File: src/rtl/lorentz_run_ctrl.sv
// lorentz_run_ctrl
//   Run sequencer for the lorentz Euler-step integrator. A start request loads
//   the integrator's initial state, then issues num_steps integration steps.
//   Every decim-th state (and always the final one) is captured into a single
//   valid/ready output slot. The integrator is stalled rather than letting a
//   captured sample be overwritten before it is accepted.
//
// Ports
//   clk, reset          rising-edge clock, asynchronous active-low reset
//   start, abort        run request (IDLE only) / cancel back to IDLE
//   num_steps, decim    run length and decimation, latched on start
//   busy, done          not-IDLE flag, 1-cycle normal completion pulse
//   int_init, int_en    integrator load / advance strobes
//   int_x/y/z           integrator state, valid the cycle after int_en
//   out_valid/out_ready sample slot handshake
//   out_x/y/z, out_idx  captured sample and its 1-based step number
//   dbg_state           current FSM state, for observation only
//
// Handshake: a sample transfers on every rising edge where out_valid and
// out_ready are both 1. While out_valid=1 and the sample is not accepted,
// out_x/y/z and out_idx hold their values. out_valid does not depend
// combinationally on out_ready.

module lorentz_run_ctrl #(
  parameter int W     = 64,
  parameter int CNT_W = 32,
  parameter int DEC_W = 8
) (
  input  logic             clk,
  input  logic             reset,
  input  logic             start,
  input  logic             abort,
  input  logic [CNT_W-1:0] num_steps,
  input  logic [DEC_W-1:0] decim,
  output logic             busy,
  output logic             done,
  output logic             int_init,
  output logic             int_en,
  input  logic [W-1:0]     int_x,
  input  logic [W-1:0]     int_y,
  input  logic [W-1:0]     int_z,
  output logic             out_valid,
  input  logic             out_ready,
  output logic [W-1:0]     out_x,
  output logic [W-1:0]     out_y,
  output logic [W-1:0]     out_z,
  output logic [CNT_W-1:0] out_idx,
  output logic [2:0]       dbg_state
);

  typedef enum logic [2:0] {
    S_IDLE  = 3'd0,
    S_INIT  = 3'd1,
    S_RUN   = 3'd2,
    S_DRAIN = 3'd3,
    S_FIN   = 3'd4
  } state_t;

  state_t           r_state;
  state_t           w_state_nxt;
  logic [CNT_W-1:0] r_num_steps;
  logic [DEC_W-1:0] r_decim;
  logic [CNT_W-1:0] r_step_cnt;
  logic [DEC_W-1:0] r_dec_cnt;
  logic             r_cap_pend;
  logic             r_out_valid;
  logic [W-1:0]     r_out_x;
  logic [W-1:0]     r_out_y;
  logic [W-1:0]     r_out_z;
  logic [CNT_W-1:0] r_out_idx;

  logic [CNT_W:0]   w_step_inc;
  logic [DEC_W:0]   w_dec_inc;
  logic             w_last;
  logic             w_sample;
  logic             w_slot_ok;
  logic             w_accept;
  logic             w_issue;
  logic             w_busy;
  logic             w_done;
  logic             w_int_init;

  // One extra bit so the compare is exact even at num_steps = 2^CNT_W-1.
  assign w_step_inc = {1'b0, r_step_cnt} + {{CNT_W{1'b0}}, 1'b1};
  assign w_dec_inc  = {1'b0, r_dec_cnt} + {{DEC_W{1'b0}}, 1'b1};
  assign w_last     = (w_step_inc == {1'b0, r_num_steps});
  assign w_sample   = (w_dec_inc == {1'b0, r_decim}) || w_last;
  // A sample step may only be issued if its capture, one edge later, lands in
  // a slot that is empty or being emptied now.
  assign w_slot_ok  = !r_cap_pend && (!r_out_valid || out_ready);
  assign w_accept   = r_out_valid && out_ready;

  always_comb begin
    w_state_nxt = r_state;
    w_busy      = (r_state != S_IDLE);
    w_done      = 1'b0;
    w_int_init  = 1'b0;
    w_issue     = 1'b0;
    case (r_state)
      S_IDLE: begin
        if (start) begin
          w_state_nxt = (num_steps == '0) ? S_FIN : S_INIT;
        end
      end
      S_INIT: begin
        w_int_init  = 1'b1;
        w_state_nxt = S_RUN;
      end
      S_RUN: begin
        if (!w_sample || w_slot_ok) begin
          w_issue = 1'b1;
          if (w_last) begin
            w_state_nxt = S_DRAIN;
          end
        end
      end
      S_DRAIN: begin
        // Final capture must have landed and been handed off.
        if (!r_cap_pend && (!r_out_valid || out_ready)) begin
          w_state_nxt = S_FIN;
        end
      end
      S_FIN: begin
        w_done      = 1'b1;
        w_state_nxt = S_IDLE;
      end
      default: begin
        w_state_nxt = S_IDLE;
      end
    endcase
    // Abort overrides everything, including a same-cycle start.
    if (abort) begin
      w_state_nxt = S_IDLE;
      w_done      = 1'b0;
      w_int_init  = 1'b0;
      w_issue     = 1'b0;
    end
  end

  always_ff @(posedge clk or negedge reset) begin
    if (!reset) begin
      r_state <= S_IDLE;
    end else begin
      r_state <= w_state_nxt;
    end
  end

  always_ff @(posedge clk or negedge reset) begin
    if (!reset) begin
      r_num_steps <= '0;
      r_decim     <= '0;
      r_step_cnt  <= '0;
      r_dec_cnt   <= '0;
      r_cap_pend  <= 1'b0;
    end else begin
      if (r_state == S_IDLE && start && !abort) begin
        r_num_steps <= num_steps;
        r_decim     <= (decim == '0) ? {{(DEC_W-1){1'b0}}, 1'b1} : decim;
      end
      if (r_state == S_INIT) begin
        r_step_cnt <= '0;
        r_dec_cnt  <= '0;
      end else if (w_issue) begin
        r_step_cnt <= w_step_inc[CNT_W-1:0];
        r_dec_cnt  <= w_sample ? '0 : w_dec_inc[DEC_W-1:0];
      end
      // The integrator output is valid exactly one cycle after int_en, so the
      // pending flag lives for one cycle and then the capture happens.
      r_cap_pend <= w_issue && w_sample;
    end
  end

  always_ff @(posedge clk or negedge reset) begin
    if (!reset) begin
      r_out_valid <= 1'b0;
      r_out_x     <= '0;
      r_out_y     <= '0;
      r_out_z     <= '0;
      r_out_idx   <= '0;
    end else if (abort) begin
      r_out_valid <= 1'b0;
    end else if (r_cap_pend) begin
      // step_cnt was bumped when the step issued, so it already holds the
      // 1-based number of the step being captured.
      r_out_valid <= 1'b1;
      r_out_x     <= int_x;
      r_out_y     <= int_y;
      r_out_z     <= int_z;
      r_out_idx   <= r_step_cnt;
    end else if (w_accept) begin
      r_out_valid <= 1'b0;
    end
  end

  assign busy      = w_busy;
  assign done      = w_done;
  assign int_init  = w_int_init;
  assign int_en    = w_issue;
  assign out_valid = r_out_valid;
  assign out_x     = r_out_x;
  assign out_y     = r_out_y;
  assign out_z     = r_out_z;
  assign out_idx   = r_out_idx;
  assign dbg_state = r_state;

endmodule

File: config.mk
export PLATFORM = sky130hd
export DESIGN_NAME = lorentz_run_ctrl
export DESIGN_NICKNAME = d
export VERILOG_FILES = /design/src/rtl/lorentz_run_ctrl.sv
export SDC_FILE = /design/constraint.sdc
export NUM_CORES = 1
export LEC_CHECK = 0
export ABC_CLOCK_PERIOD_IN_PS = 4900
export BUFFER_PORTS_ARGS = -buffer_cell sky130_fd_sc_hd__buf_2
export CAP_MARGIN = 30
export CORE_UTILIZATION = 30
export CTS_CLUSTER_DIAMETER = 100
export DETAILED_ROUTE_END_ITERATION = 10
export PLACE_DENSITY = 0.59
export SETUP_SLACK_MARGIN = 0.4
export SYNTH_ARGS = -nofsm -noshare
export SYNTH_HDL_FRONTEND = slang
export SYNTH_SLANG_ARGS = --single-unit
File: constraint.sdc
create_clock -name clk -period 4.9 [get_ports clk]
set_input_delay 0.245 -clock clk [delete_from_list [all_inputs] [get_ports clk]]
set_output_delay 0.245 -clock clk [all_outputs]
set_load 0.01 [all_outputs]
==> summary.md <==
| Metric | Value |
|---|---|
| Pwr/cell area | 320 nW/um^2 |
| Clock Path Buffers | 3 |
| Worst hold path depth | 4 |
| Worst R2R Path Depth | 10 |
| Final setup fails | 0 |
| Sequential-to-total area share from yosys stat | a little under three fifths |
| Max-Cap Viols | 0 |
| Initial antenna violation count | 10 |
| Reg2Reg Setup Slack | 1.00 ns |
| Worst vdd ir | 0.233 mV |
| Count of pins over their slew limit | 0 |
| Final Core Density | 44.9% |
| WL met1 | 17.4 mm |
| Netlist Area Pre-Place | 13900 sq um |
| Num Clock Sinks | between 300 and 400 |
| Max Clock Skew | 0.0232 ns |
| HP Class | input pin to flop |
| Yosys warns | 0 |
| Crit path capture type | primary output |
| Final hold violation count | 0 |
| RSZ-0062 raised after global routing | no |
| HP Start | out_ready |
| First-pass GRT wire length | 69.2 mm |
| Worst R2R End | r_step_cnt[2] |
| Clock root cell | clkbuf_16 |
| Wirelength per Cell | 18.9 um |
| Final period util | 82.3% |
| CP max FO | 20 |
| #FFs+latches synth | 309 |
| P&R area growth vs syn | 47.2% |
| Setup TNS | 0 ns |
| Chip Height | 217 um |
| Vias per cell | 4.83 |
| Max_slew headroom | 43.0% |
| DIE AREA | 47100 sq um |
| # resized after CTS | 0 |
| Status | completed |
| Period minus WS final | 4.03 ns |
| Synthesized Nets | 1311 |
| Global-route usage over all layers | roughly a fifth |
| Site row count | 78 |
| Worst-skew pair later-pin latency | approximately 0.56 ns |
| Worst EP required | 4.66 ns |
| Number of global-route vias before repair | 11915 |
| Placed cell areas | 16700 sq um |
| Met2 routed WL | 22.9 mm |
| Port bufs | between 400 and 500 |
| Slew at the pin closest to its max-slew limit | 0.854 ns |
| Fill count | roughly 4200 |
| Post-DP HPWL | between 30 and 40 mm |
| Nets@finish | 1992 |
| I/O Pins | roughly 470 |
| Mapped Avg Cell Area | approximately 13 sq um |
| DR DRC count | 0 |
| Unique masters post-synth | 65 |
| Cells after synthesis | 1072 |
| Die Width | 217 um |
| Final WL | 45.0 mm |
| Pleak | 0.0104 uW |
| Most area-consuming cells after synthesis | dfrtp_1 56%, mux2_2 22%, xnor2_1 1.8%, clkbuf_1 1.3%, nand2_1 1.3% |
| Metal3 WL | approximately 2.7 mm |
| Post-route ant nets | 0 |
| FF-to-FF Start | r_step_cnt[4] |
| Router iterations before antenna repair | 5 |
| Reg clk slew, reported paths | 0.05 ns |
| Highest clock rate | 0.248 GHz |
| Grt total ovfl | 0 |
| CTS buffer count | 38 |
| Asr flop ratio synth | 100% |
| Layout cells sized above 1 | between 40% and 50% |
| Initial Util | a little under a third |
| Area leader, netlist | dfrtp_1 |
| Htree depth | 2 |
| Placed instance count | 2077 |
| GP Congestion | 0.913 |
| Worst Setup Path Type | flop to primary output |
| CTS tree | built |
| Ys flop type | dfrtp_1 |
| Top sig layer | met5 |
| EDFF count, synth | 0 |
| Initial DRC count | 599 |
| Design area | approximately 20000 sq um |
| Share of the synthesized area in the top cell type | a little under three fifths |
| Hold endpoint | out_valid |
| Vias | 11518 |
| Largest net degree at the start of global routing | 115 |
| Crit start category | flop |
| Arrival time worst endpoint | 3.79 ns |
| Cell Count, Final, Fillers Out | 2383 |
| Core area | 45500 sq um |
per-layer routing:
layer / vias up / GRT usage, %
met5: - / 0
met3: 102 / 5.03
met2: 378 / 33.2
li1: 5294 / -
met4: 12 / 8.26
met1: 5732 / 21.9
area by class of cell:
cell class	instances	area, sq um	share of cell area, %
clock inverter	13	221	1.09
tap	600	751	3.68
antenna	4	10.0	0.0490
timing repair buffer	715	4860	23.8
inverter	6	22.5	0.110
clock buffer	53	1070	5.24
multi-input combinational	683	5750	28.2
sequential	309	7730	37.9
report_power, final:
| part | switching, uW | total, uW | internal, uW |
|---|---|---|---|
| sequential | 119 | 2810 | 2690 |
| combinational | 364 | 813 | 449 |
| clock | 1120 | 2910 | 1790 |
critical path: stages (launching register included):
cell,delay (ns)
dfrtp_1,0.54
nand3_1,0.32
or4_1,0.71
a311o_1,0.36
nand3_1,0.09
nand4b_1,0.14
nor4_2,0.40
a21o_1,0.25
nand2_4,0.19
buf_2,0.25
logic make-up after synthesis:
family / Yosys count / synth area share [%]
DFF: 309 / 55.8
muxes: 271 / 22.0
and+or+nand+nor: 235 / 9.55
AOI/OAI and AO/OA: 130 / 6.81
buffers and inverters: 80 / 2.85
xor gates and xnor gates: 45 / 2.84
adders and majority gates: 2 / 0.181
repair_timing:
item,CTS,global route
hold buffers,235,0
buffers inserted,0,0
endpoints found under the hold margin,332,0
how the worst max path moves through the flow:
stage | start | endpoint | slack (ns) | cells past startpoint
2_1_floorplan | r_step_cnt[0] | r_step_cnt[21] | 1.72 | 12
3_3_place_gp | r_step_cnt[4] | r_step_cnt[0] | 1.16 | 10
3_5_place_dp | r_step_cnt[4] | r_step_cnt[0] | 1.02 | 10
4_1_cts | r_step_cnt[16] | int_en | 0.82 | 9
5_1_grt | r_step_cnt[4] | int_en | 0.53 | 9
6_report | r_step_cnt[4] | int_en | 0.87 | 9
sequential cells by signal, summed over array words and instances, names as in the netlist:
register	cells
out_idx	32
r_decim	8
dbg_state	3
out_y	64
out_valid	1
out_x	64
r_step_cnt	32
r_cap_pend	1
out_z	64
r_num_steps	32
r_dec_cnt	8
synthesized netlist by cell type, types with 3 or more instances:
master / count
and2_1: 5
nand2_1: 47
nor2b_1: 5
and3_1: 9
or4_1: 7
mux2_2: 266
nand4_1: 24
a22oi_1: 9
a21o_1: 12
a211oi_1: 10
a21oi_1: 31
or2_2: 4
a31oi_1: 5
nor4_1: 14
xor2_1: 16
buf_6: 8
nor2_1: 31
buf_4: 5
dfrtp_1: 309
inv_1: 6
nand2b_1: 12
mux2i_1: 4
nor3_1: 13
o21ai_0: 14
a221o_1: 17
nor3b_1: 7
a2111oi_0: 3
nand3_1: 25
buf_2: 12
a211o_1: 9
or3_1: 13
and4_1: 4
clkbuf_1: 48
xnor2_1: 29
cell usage in the layout, fill, tap and decap left out, drive strengths merged, types with 7 or more instances in the layout:
cell type	n
nand2b	12
and3	9
dlygate4sd3	235
inv	7
nand4	25
or4	8
nor3b	7
buf	480
nor2	31
o21ai	14
nand2	50
nor4	16
clkbuf	53
a221o	17
a211o	9
a21oi	32
nand3	25
a211oi	11
nor3	14
mux2	267
a22oi	9
or3	13
a21o	12
dfrtp	309
xor2	16
xnor2	29
per-stage QoR:
stage                     setup slack [ns]  power (uW)  hold slack [ns]
final                                0.867        6530            0.198
after global routing                 0.530        6820            0.211
after global placement                1.16        3490            0.342
after detailed placement              1.02        3510            0.356
after CTS                            0.821        6640            0.151
after floorplan                       1.72        3200          -0.0506
Note: power is estimated with default switching activity, not from simulation.
